$ cat config.mk
export PLATFORM = sky130hd
export DESIGN_NAME = bmp_frame_writer
export DESIGN_NICKNAME = d
export VERILOG_FILES = /design/src/rtl/bmp_frame_writer.sv
export SDC_FILE = /design/constraint.sdc
export NUM_CORES = 1
export LEC_CHECK = 0
export BUFFER_PORTS_ARGS = -buffer_cell sky130_fd_sc_hd__buf_2
export CAP_MARGIN = 20
export CORE_MARGIN = 2
export CORE_UTILIZATION = 30
export CTS_CLUSTER_SIZE = 10
export DETAILED_ROUTE_END_ITERATION = 8
export GPL_ROUTABILITY_DRIVEN = 0
export PLACE_DENSITY_LB_ADDON = 0.15
export SYNTH_ARGS = -nofsm -noshare
export SYNTH_HDL_FRONTEND = slang
export SYNTH_SLANG_ARGS = --single-unit
$ cat constraint.sdc
create_clock -name HCLK -period 3.7 [get_ports HCLK]
set_clock_uncertainty 0.05 [all_clocks]
set_input_delay 0.925 -clock HCLK [delete_from_list [all_inputs] [get_ports HCLK]]
set_output_delay 0.925 -clock HCLK [all_outputs]
set_load 0.01 [all_outputs]
$ cat src/rtl/bmp_frame_writer.sv
// ---------------------------------------------------------------------------
// bmp_frame_writer
//
// Accepts a raster-order stream of pixel beats (PPB pixels of CH bytes each)
// and turns every beat into one byte-addressed memory write laid out as a
// BMP pixel array. Rows are placed bottom-up when FLIP=1 and top-down when
// FLIP=0. Each row starts on a 4-byte aligned stride after the HDR_BYTES
// header. The channel order inside every pixel is reversed (RGB -> BGR).
// Row padding bytes are never written.
//
// Ports
//   HCLK       in   clock, all state changes on the rising edge
//   HRESET     in   synchronous active-high reset
//   start      in   single-cycle frame start request (honoured only in IDLE)
//   in_valid   in   input beat valid
//   in_ready   out  input beat accepted when in_valid && in_ready
//   in_data    in   PPB*CH*8 bits, pixel p at [(p+1)*CH*8-1 : p*CH*8]
//   mem_we     out  write request, held until mem_ready
//   mem_ready  in   memory accepts the write when mem_we && mem_ready
//   mem_addr   out  byte address of the first byte of mem_wdata
//   mem_wdata  out  swizzled pixel bytes
//   busy       out  high while a frame is in progress (RUN or DRAIN)
//   done       out  one-cycle pulse after the final write is accepted
//   err        out  sticky flag: in_valid seen while not in RUN
// ---------------------------------------------------------------------------
module bmp_frame_writer #(
    parameter int WIDTH     = 768,
    parameter int HEIGHT    = 512,
    parameter int PPB       = 2,
    parameter int CH        = 3,
    parameter int FLIP      = 1,
    parameter int HDR_BYTES = 54,
    parameter int ADDR_W    = 21
) (
    input  logic                  HCLK,
    input  logic                  HRESET,
    input  logic                  start,
    input  logic                  in_valid,
    output logic                  in_ready,
    input  logic [PPB*CH*8-1:0]   in_data,
    output logic                  mem_we,
    input  logic                  mem_ready,
    output logic [ADDR_W-1:0]     mem_addr,
    output logic [PPB*CH*8-1:0]   mem_wdata,
    output logic                  busy,
    output logic                  done,
    output logic                  err
);

    localparam int DW         = PPB * CH * 8;
    localparam int COLS       = WIDTH / PPB;
    localparam int BEAT_BYTES = PPB * CH;
    // Each BMP row is rounded up to a multiple of 4 bytes.
    localparam int STRIDE     = ((WIDTH * CH + 3) / 4) * 4;
    localparam int ROW_W      = (HEIGHT > 1) ? $clog2(HEIGHT) : 1;
    localparam int COL_W      = (COLS > 1) ? $clog2(COLS) : 1;

    localparam logic [ROW_W-1:0]  ROW_LAST   = ROW_W'(HEIGHT - 1);
    localparam logic [COL_W-1:0]  COL_LAST   = COL_W'(COLS - 1);
    localparam logic [ADDR_W-1:0] A_HDR      = ADDR_W'(HDR_BYTES);
    localparam logic [ADDR_W-1:0] A_STRIDE   = ADDR_W'(STRIDE);
    localparam logic [ADDR_W-1:0] A_BEAT     = ADDR_W'(BEAT_BYTES);
    localparam logic [ADDR_W-1:0] A_ROW_LAST = ADDR_W'(HEIGHT - 1);

    typedef enum logic [1:0] {
        ST_IDLE  = 2'd0,
        ST_RUN   = 2'd1,
        ST_DRAIN = 2'd2
    } state_e;

    // Reverse the channel order inside each pixel; pixel order is kept.
    function automatic logic [DW-1:0] swizzle(input logic [DW-1:0] d);
        logic [DW-1:0] r;
        r = {DW{1'b0}};
        for (int p = 0; p < PPB; p++) begin
            for (int c = 0; c < CH; c++) begin
                r[(p*CH + c)*8 +: 8] = d[(p*CH + (CH - 1 - c))*8 +: 8];
            end
        end
        return r;
    endfunction

    state_e             state_q, state_d;
    logic [ROW_W-1:0]   row_q, row_d;
    logic [COL_W-1:0]   col_q, col_d;
    logic               mem_we_q, mem_we_d;
    logic [ADDR_W-1:0]  addr_q, addr_d;
    logic [DW-1:0]      wdata_q, wdata_d;
    logic               done_q, done_d;
    logic               err_q, err_d;

    logic               in_ready_s;
    logic               accept_s;
    logic               wr_fire_s;
    logic               last_beat_s;
    logic [ADDR_W-1:0]  r_mem_s;
    logic [ADDR_W-1:0]  beat_addr_s;

    // Handshake decode: a new beat may enter whenever the single output
    // stage is empty or is being emptied in this very cycle.
    always_comb begin
        in_ready_s  = (state_q == ST_RUN) && (!mem_we_q || mem_ready);
        accept_s    = in_valid && in_ready_s;
        wr_fire_s   = mem_we_q && mem_ready;
        last_beat_s = (row_q == ROW_LAST) && (col_q == COL_LAST);
    end

    // Byte address of the beat at the current row / column-beat position.
    // All arithmetic is done modulo 2**ADDR_W, which is the truncation the
    // address bus needs anyway.
    always_comb begin
        if (FLIP != 0) begin
            r_mem_s = A_ROW_LAST - ADDR_W'(row_q);
        end else begin
            r_mem_s = ADDR_W'(row_q);
        end
        beat_addr_s = A_HDR + (r_mem_s * A_STRIDE) + (ADDR_W'(col_q) * A_BEAT);
    end

    // Next-state logic: FSM, position counters, output stage and flags.
    always_comb begin
        state_d  = state_q;
        row_d    = row_q;
        col_d    = col_q;
        mem_we_d = mem_we_q;
        addr_d   = addr_q;
        wdata_d  = wdata_q;
        done_d   = 1'b0;
        err_d    = err_q;

        case (state_q)
            ST_IDLE: begin
                if (start) begin
                    state_d = ST_RUN;
                    row_d   = {ROW_W{1'b0}};
                    col_d   = {COL_W{1'b0}};
                end else begin
                    state_d = ST_IDLE;
                end
            end
            ST_RUN: begin
                if (accept_s) begin
                    if (col_q == COL_LAST) begin
                        col_d = {COL_W{1'b0}};
                        if (row_q == ROW_LAST) begin
                            row_d = {ROW_W{1'b0}};
                        end else begin
                            row_d = row_q + ROW_W'(1);
                        end
                    end else begin
                        col_d = col_q + COL_W'(1);
                    end
                end else begin
                    col_d = col_q;
                end
                if (accept_s && last_beat_s) begin
                    state_d = ST_DRAIN;
                end else begin
                    state_d = ST_RUN;
                end
            end
            ST_DRAIN: begin
                // A start arriving together with this exit is dropped on
                // purpose: a new frame needs start while already in IDLE.
                if (wr_fire_s) begin
                    state_d = ST_IDLE;
                    done_d  = 1'b1;
                end else begin
                    state_d = ST_DRAIN;
                end
            end
            default: begin
                state_d = ST_IDLE;
            end
        endcase

        // Output stage: loading a new beat takes priority, which keeps
        // mem_we high across back-to-back writes with no bubble.
        if (accept_s) begin
            mem_we_d = 1'b1;
            addr_d   = beat_addr_s;
            wdata_d  = swizzle(in_data);
        end else if (wr_fire_s) begin
            mem_we_d = 1'b0;
        end else begin
            mem_we_d = mem_we_q;
        end

        // Beats offered outside RUN are a protocol violation; never cleared
        // except by reset.
        if (in_valid && ((state_q == ST_IDLE) || (state_q == ST_DRAIN))) begin
            err_d = 1'b1;
        end else begin
            err_d = err_q;
        end
    end

    // State and output registers with synchronous reset.
    always_ff @(posedge HCLK) begin
        if (HRESET) begin
            state_q  <= ST_IDLE;
            row_q    <= {ROW_W{1'b0}};
            col_q    <= {COL_W{1'b0}};
            mem_we_q <= 1'b0;
            addr_q   <= {ADDR_W{1'b0}};
            wdata_q  <= {DW{1'b0}};
            done_q   <= 1'b0;
            err_q    <= 1'b0;
        end else begin
            state_q  <= state_d;
            row_q    <= row_d;
            col_q    <= col_d;
            mem_we_q <= mem_we_d;
            addr_q   <= addr_d;
            wdata_q  <= wdata_d;
            done_q   <= done_d;
            err_q    <= err_d;
        end
    end

    assign in_ready  = in_ready_s;
    assign mem_we    = mem_we_q;
    assign mem_addr  = addr_q;
    assign mem_wdata = wdata_q;
    assign busy      = (state_q != ST_IDLE);
    assign done      = done_q;
    assign err       = err_q;

endmodule

==> results.md, run 1 <==
- Placed cell area: 0.00560 mm^2
- Top cells by area, synth: dfxtp_1 39%, nand2_1 9.7%, ha_1 7.7%, a21oi_1 7.1%, xnor2_1 3.7%
- Vias in the first global route: 4033
- CP top delay family: simple AND/OR/NAND/NOR gates
- Vias/cell: 4.74
- Seq cells post-synth: 91
- Synth top cells by count: 121 x nand2_1, 91 x dfxtp_1, 67 x a21oi_1, 42 x nor2_1, 29 x ha_1
- WHS: 0.401 ns
- FF-to-FF setup slack: 0.18 ns
- Worst Max-Slew Pin Slew: 0.684 ns
- Layout filler cell count: 1628
- Async set or reset register ratio after synthesis: 0
- Rel. slew slack: 0.541
- Share of cells above drive strength 1: 0.262
- Critical Path Stages: 18
- Lkg Pwr: 2.55 nW
- Worst Path Arrival: 3.73 ns
- Largest stage delay, worst path: 0.42 ns
- CTS tree: built
- Root buffer selected by CTS: clkbuf_16
- Finished Cell Area: 0.00598 mm^2
- WL/cell: 13.7 um
- FF-to-FF End: mem_addr[20]$_SDFFE_PP0P_
- Status: finished, final reports clean
- Fmax: 284 MHz
- Synthesized area: 0.00470 mm^2
- Crit path to: mem_addr[20]$_SDFFE_PP0P_
- R2R Path Start: col_q[1]$_SDFFE_PP0P_
- Most frequent cell after synthesis: nand2_1
- Final wirelength: 12600 um
- Dpl hpwl: 9420 um
- Synth area leader: dfxtp_1
- Die area: 0.0167 mm^2
- Critical path type: register to register
- VDD IR-drop max: 0.214 mV
- Number of distinct library cells after synthesis: 57
- CP Launch Type: register
- Syn_nets: 665
- Final ANT Viol Nets: 0
- Global route overflow: 0
- Total Routing Usage GR: 0.150
- Sequential fraction of the synthesis area: 0.388
- Setup bufs post-CTS: 0
- Clk sinks: 91
- TritonCTS buffer count: 9
- DIE WIDTH: 129 um
- TritonRoute pass-1 iters: 4
- First-pass GRT wire length: 19800 um
- Primary FF master, synth: dfxtp_1
- Area delta synth->final: 27.2%
- Final hold vios: 0
- # IOs: 127
- Initial DRC count: 169
- Crit-path slowest cell: or4_4
- Via count: 4371
- RSZ-0062 raised after global routing: true
- Crit path time final: 3.52 ns
- Crit. Startpoint: col_q[1]$_SDFFE_PP0P_
- HP Class: register to register
- H-tree depth: 3
- Final setup fails: 0
- Period utilization: 0.952
- Residual DRC count: 0
- Post-synth EDFFs: 0
- Final Core Density: 0.392
- Antenna diodes: 0
- Max cap viols: 0
- R2R depth: 18
- Buf/Inv on CP: 1
- Post-synthesis cell count: 581
- Largest net degree at the start of global routing: 72
- Core Area: 0.0153 mm^2
- Die height: 129 um
- Initial core utilization: 0.308
- Ys Warns: 0
- Nets@finish: 790
- PwrDens: 389 mW/mm^2
- Initial antenna violation count: 0
- Data required, critical path: 3.91 ns
- Top cell type's share of synthesized area: 0.388
- CTS Buffer Depth: 2
- Fin. max-slew vios: 0
- Cts hold-fix bufs: 0
- Setup_tns: 0 ns
- Cell Chain, Critical Path: ha_4 -> inv_1 -> fa_2 -> nand2b_4 -> a21o_2 -> o21ai_2 -> a21o_1 -> a21oi_1 -> o21bai_1 -> xor2_1 -> ha_1 -> o21ai_0 -> or2b_2 -> nand2_1 -> nor4b_4 -> nor2_2 -> or4_4 -> a311oi_2
- # rows: 45
- I/O Buffers: 125
- Clock Latency Late Sink: 0.34 ns
- Syn avg cell area: 8.09 um^2
- Worst setup EP type: register
- Crit Path Max Fanout: 3
- CTS clock-pin slew for the worst setup and hold paths: 0.07 ns
-- power by group --
group,switching (mW),leakage (nW),internal [mW]
Clock,0.406,0.160,0.616
Sequential,0.0224,0.742,1.02
Combinational,0.155,1.65,0.107
Total,0.584,2.55,1.74
-- cells in the final DEF (no fill, tap or decap), drive strengths merged, types with 12 or more instances in the layout --
cell type  instances
dfxtp             91
nor3              12
inv               26
nand2            121
o21ai             17
ha                29
buf              144
nand3             16
a211oi            14
xnor2             20
nor2              44
xor2              14
a21oi             67
-- worst min-delay path by stage --
stage                     depth (start not counted)                         end                        from
final                                             2  mem_wdata[27]$_SDFFE_PP0P_  mem_wdata[27]$_SDFFE_PP0P_
after global routing                              2  mem_wdata[43]$_SDFFE_PP0P_  mem_wdata[43]$_SDFFE_PP0P_
after CTS                                         2  mem_wdata[43]$_SDFFE_PP0P_  mem_wdata[43]$_SDFFE_PP0P_
after detailed placement                          2  mem_wdata[43]$_SDFFE_PP0P_  mem_wdata[43]$_SDFFE_PP0P_
after global placement                            2  mem_wdata[19]$_SDFFE_PP0P_  mem_wdata[19]$_SDFFE_PP0P_
after floorplan                                   2       row_q[8]$_SDFFE_PP0P_       row_q[8]$_SDFFE_PP0P_
-- area by class of cell --
type | instances | area, um^2 | area share
Clock buffer | 10 | 239 | 0.0400
Clock inverter | 6 | 93.8 | 0.0157
Inverter | 24 | 90.1 | 0.0151
Multi-Input combinational cell | 436 | 2670 | 0.447
Sequential cell | 91 | 1830 | 0.306
Tap cell | 211 | 264 | 0.0442
Timing Repair Buffer | 144 | 793 | 0.133
-- metal layers --
metal  vias up  global-route usage  wire (um)
met5         -                   0          0
met4         0              0.0729        334
met2        87               0.259       6190
met3        16              0.0268        488
met1      2040               0.181       5600
li1       2228                   -          -
-- sequential cells by signal, indices dropped and copies added, names as in the netlist --
signal	count
mem_wdata	48
mem_addr	20
col_q	9
row_q	9
state_q	2
done	1
err	1
mem_we	1
-- metrics by stage --
step | cells | total power, mW | worst slack (ns)
after CTS | 921 | 2.37 | 0.0528
after detailed placement | 905 | 1.33 | -0.0175
final | 922 | 2.33 | 0.177
after floorplan | 581 | 1.22 | 0.0163
after global routing | 922 | 2.44 | -0.0546
after global placement | 905 | 1.32 | 0.00738
-- worst min-delay path, delay by kind of cell, from the launching register on --
| kind | cells | cell delay (ns) |
|---|---|---|
| flops | 1 | 0.31 |
| compound gates | 1 | 0.05 |
| simple gates | 1 | 0.05 |
-- cells by family after synthesis --
group                      Yosys count  synth area share
buffers and inverters               54            0.0543
DFF                                 91             0.388
muxes                                1           0.00213
adders and majority gates           31            0.0857
AOI/OAI and AO/OA                  130             0.177
xor gates and xnor gates            34            0.0634
and+or+nand+nor                    239             0.230
other                                1          0.000798
-- what timing repair did --
item / in CTS / in global routing
setup endpoints to repair: 1 / 8
pin swaps: 2 / 3
resized for setup: 4 / 7
cloned: 0 / 0
(Power assumes the default switching activity.)
==> run 2: changes to the inputs <==
--- a/config.mk
+++ b/config.mk
@@ -7,9 +7,7 @@
 export LEC_CHECK = 0
 export BUFFER_PORTS_ARGS = -buffer_cell sky130_fd_sc_hd__buf_2
 export CAP_MARGIN = 20
-export CORE_MARGIN = 2
 export CORE_UTILIZATION = 30
-export CTS_CLUSTER_SIZE = 10
 export DETAILED_ROUTE_END_ITERATION = 8
 export GPL_ROUTABILITY_DRIVEN = 0
 export PLACE_DENSITY_LB_ADDON = 0.15
==> results.md, run 2 (same netlist as run 1, synthesis figures left out) <==
- Crit Path Max Fanout: 3 (unchanged)
- Nets@finish: 791 (+0.13%)
- H-tree depth: 3 (unchanged)
- Vias/cell: 4.72 (-0.39%)
- Largest stage delay, worst path: 0.48 ns (+0.06 ns)
- Finished Cell Area: 0.00595 mm^2 (-0.54%)
- Share of cells above drive strength 1: 0.266 (+0.00422)
- I/O Buffers: 125 (unchanged)
- Initial antenna violation count: 0 (unchanged)
- Layout filler cell count: 1561 (-4.1%)
- Final Core Density: 0.390 (-0.00213)
- Data required, critical path: 3.94 ns (+0.03 ns)
- Final hold vios: 0 (unchanged)
- CTS clock-pin slew for the worst setup and hold paths: 0.06 ns (about the same)
- Final ANT Viol Nets: 0 (unchanged)
- Worst Max-Slew Pin Slew: 0.827 ns (+0.143 ns)
- Worst Path Arrival: 3.83 ns (+0.10 ns)
- Fin. max-slew vios: 0 (unchanged)
- Period utilization: 0.970 (+0.0180)
- WL/cell: 13.5 um (-1.0%)
- Worst setup EP type: register
- Post-place setup slack: -0.0585 ns (-0.0410 ns)
- Status: finished, final reports clean
- HP Class: register to register
- Final setup fails: 0 (unchanged)
- Clock Latency Late Sink: 0.34 ns (about the same)
- TritonCTS buffer count: 9 (unchanged)
- P_int: 1.65 mW (-5.4%)
- Max cap viols: 0 (unchanged)
- Lkg Pwr: 2.54 nW (-0.41%)
- Commonest non-fill, non-tap cell in the layout: buf_2
- Core Area: 0.0153 mm^2 (unchanged)
- Switching share of power: 0.258 (+0.00663)
- Die height: 127 um (-1.5%)
- Critical path type: register to register
- Placed cell area: 0.00560 mm^2 (unchanged)
- Fmax: 279 MHz (-1.9%)
- Vias in the first global route: 4185 (+3.8%)
- Area delta synth->final: 26.5%
- Die area: 0.0162 mm^2 (-3.1%)
- Combinational power share: 0.118 (+0.005)
- Placed insts: 905 (unchanged)
- VDD IR-drop max: 0.198 mV (-7.4%)
- Clk sinks: 91 (unchanged)
- RSZ-0062 raised after global routing: true
- CP Launch Type: register
- Crit-path slowest cell: or4_4
- P_sw: 0.572 mW (-2.1%)
- PwrDens: 373 mW/mm^2 (-4.1%)
- Cts hold-fix bufs: 0 (unchanged)
- Antenna diodes: 0 (unchanged)
- CTS Buffer Depth: 2 (unchanged)
- Residual DRC count: 0 (unchanged)
- Dpl hpwl: 9360 um (-0.56%)
- Cell Chain, Critical Path: ha_4 -> inv_2 -> fa_2 -> nand2b_4 -> a21o_4 -> o21ai_2 -> a21o_1 -> a21oi_1 -> o21bai_1 -> xor2_1 -> ha_2 -> o21ai_1 -> or2b_4 -> nand2_4 -> nor4b_4 -> nor2_2 -> buf_4 -> or4_4 -> nand3_2
- Initial core utilization: 0.308 (unchanged)
- # rows: 45 (unchanged)
- Total Routing Usage GR: 0.159 (+0.00889)
- # IOs: 127 (unchanged)
- Seq pwr share: 0.470 (+0.022)
- Final wirelength: 12500 um (-1.0%)
- Crit path time final: 3.59 ns (+0.0666 ns)
- Global route overflow: 0 (unchanged)
- Most frequent cells in the layout: 125 x buf_2, 119 x nand2_1, 89 x dfxtp_1, 67 x a21oi_1, 42 x nor2_1
- Rel. slew slack: 0.449 (-0.0924)
- Post-route insts no fill: 922 (unchanged)
- Via count: 4354 (-0.39%)
- Clock power share: 0.412 (-0.027)
- CTS tree: built
- Largest net degree at the start of global routing: 72 (unchanged)
- Initial DRC count: 199 (+18%)
- DIE WIDTH: 127 um (-1.5%)
- TritonRoute pass-1 iters: 7 (+3)
- First-pass GRT wire length: 20200 um (+1.8%)
- Max reg flops: 48 (unchanged)
- Final worst slack: 0.111 ns (-0.0666 ns)
- Root buffer selected by CTS: clkbuf_16
-- run 2: stage by stage --
step                      hold slack (ns)  setup TNS (ns)  power, mW
final                               0.402               0       2.22
after global routing                0.420          -0.306       2.33
after CTS                           0.403               0       2.26
after detailed placement            0.394          -0.120       1.33
after global placement              0.389               0       1.32
after floorplan                     0.408               0       1.22
-- run 2: layer usage --
metal | up-vias | global-route usage | share of wire | wire length [um]
met3 | 25 | 0.0335 | 0.037 | 463
met1 | 1983 | 0.192 | 0.45 | 5630
met5 | - | 0 | 0 | 0
met2 | 106 | 0.275 | 0.48 | 6050
met4 | 0 | 0.0637 | 0.027 | 339
li1 | 2240 | - | - | -
-- run 2: final cells by class --
cell class / count / area (um^2) / area share
clock inverter: 6 / 65.1 / 0.0109
sequential: 91 / 1820 / 0.307
inverter: 24 / 90.1 / 0.0152
clock buffer: 9 / 225 / 0.0379
multi-input combinational: 436 / 2690 / 0.452
timing repair buffer: 145 / 788 / 0.133
tap: 211 / 264 / 0.0444
-- run 2: power groups by stage --
stage                     Clock [mW]  Sequential (mW)  Combinational, mW
after floorplan                    0             1.08              0.142
after global placement             0             1.06              0.261
after detailed placement           0             1.06              0.263
after CTS                      0.953             1.04              0.264
after global routing           0.991             1.05              0.295
final                          0.915             1.04              0.263
-- run 2: path summary, 6_finish.rpt --
kind                                  start                        end  slack [ns]  cells after the start
setup / recovery      col_q[1]$_SDFFE_PP0P_  mem_addr[18]$_SDFFE_PP0P_        0.11                     19
hold / removal    mem_wdata[7]$_SDFFE_PP0P_  mem_wdata[7]$_SDFFE_PP0P_        0.40                      2
setup reg to reg      col_q[1]$_SDFFE_PP0P_  mem_addr[18]$_SDFFE_PP0P_        0.11                     19
hold reg to reg   mem_wdata[7]$_SDFFE_PP0P_  mem_wdata[7]$_SDFFE_PP0P_        0.40                      2
-- run 2: timing repair --
action	4_1_cts	5_1_grt
setup buffers	0	2
resized for setup	4	12
pin swaps	1	5
endpoints found under the setup margin	3	9
-- run 2: critical path, delay by kind of cell (launching register included) --
family,cells,cell delay [ns]
XOR/XNOR,1,0.10
flip-flops,1,0.36
adder cells (fa/ha/maj),3,0.81
AND/OR/NAND/NOR,7,1.30
AO/OA/AOI/OAI,6,0.74
buffers and inverters,2,0.18
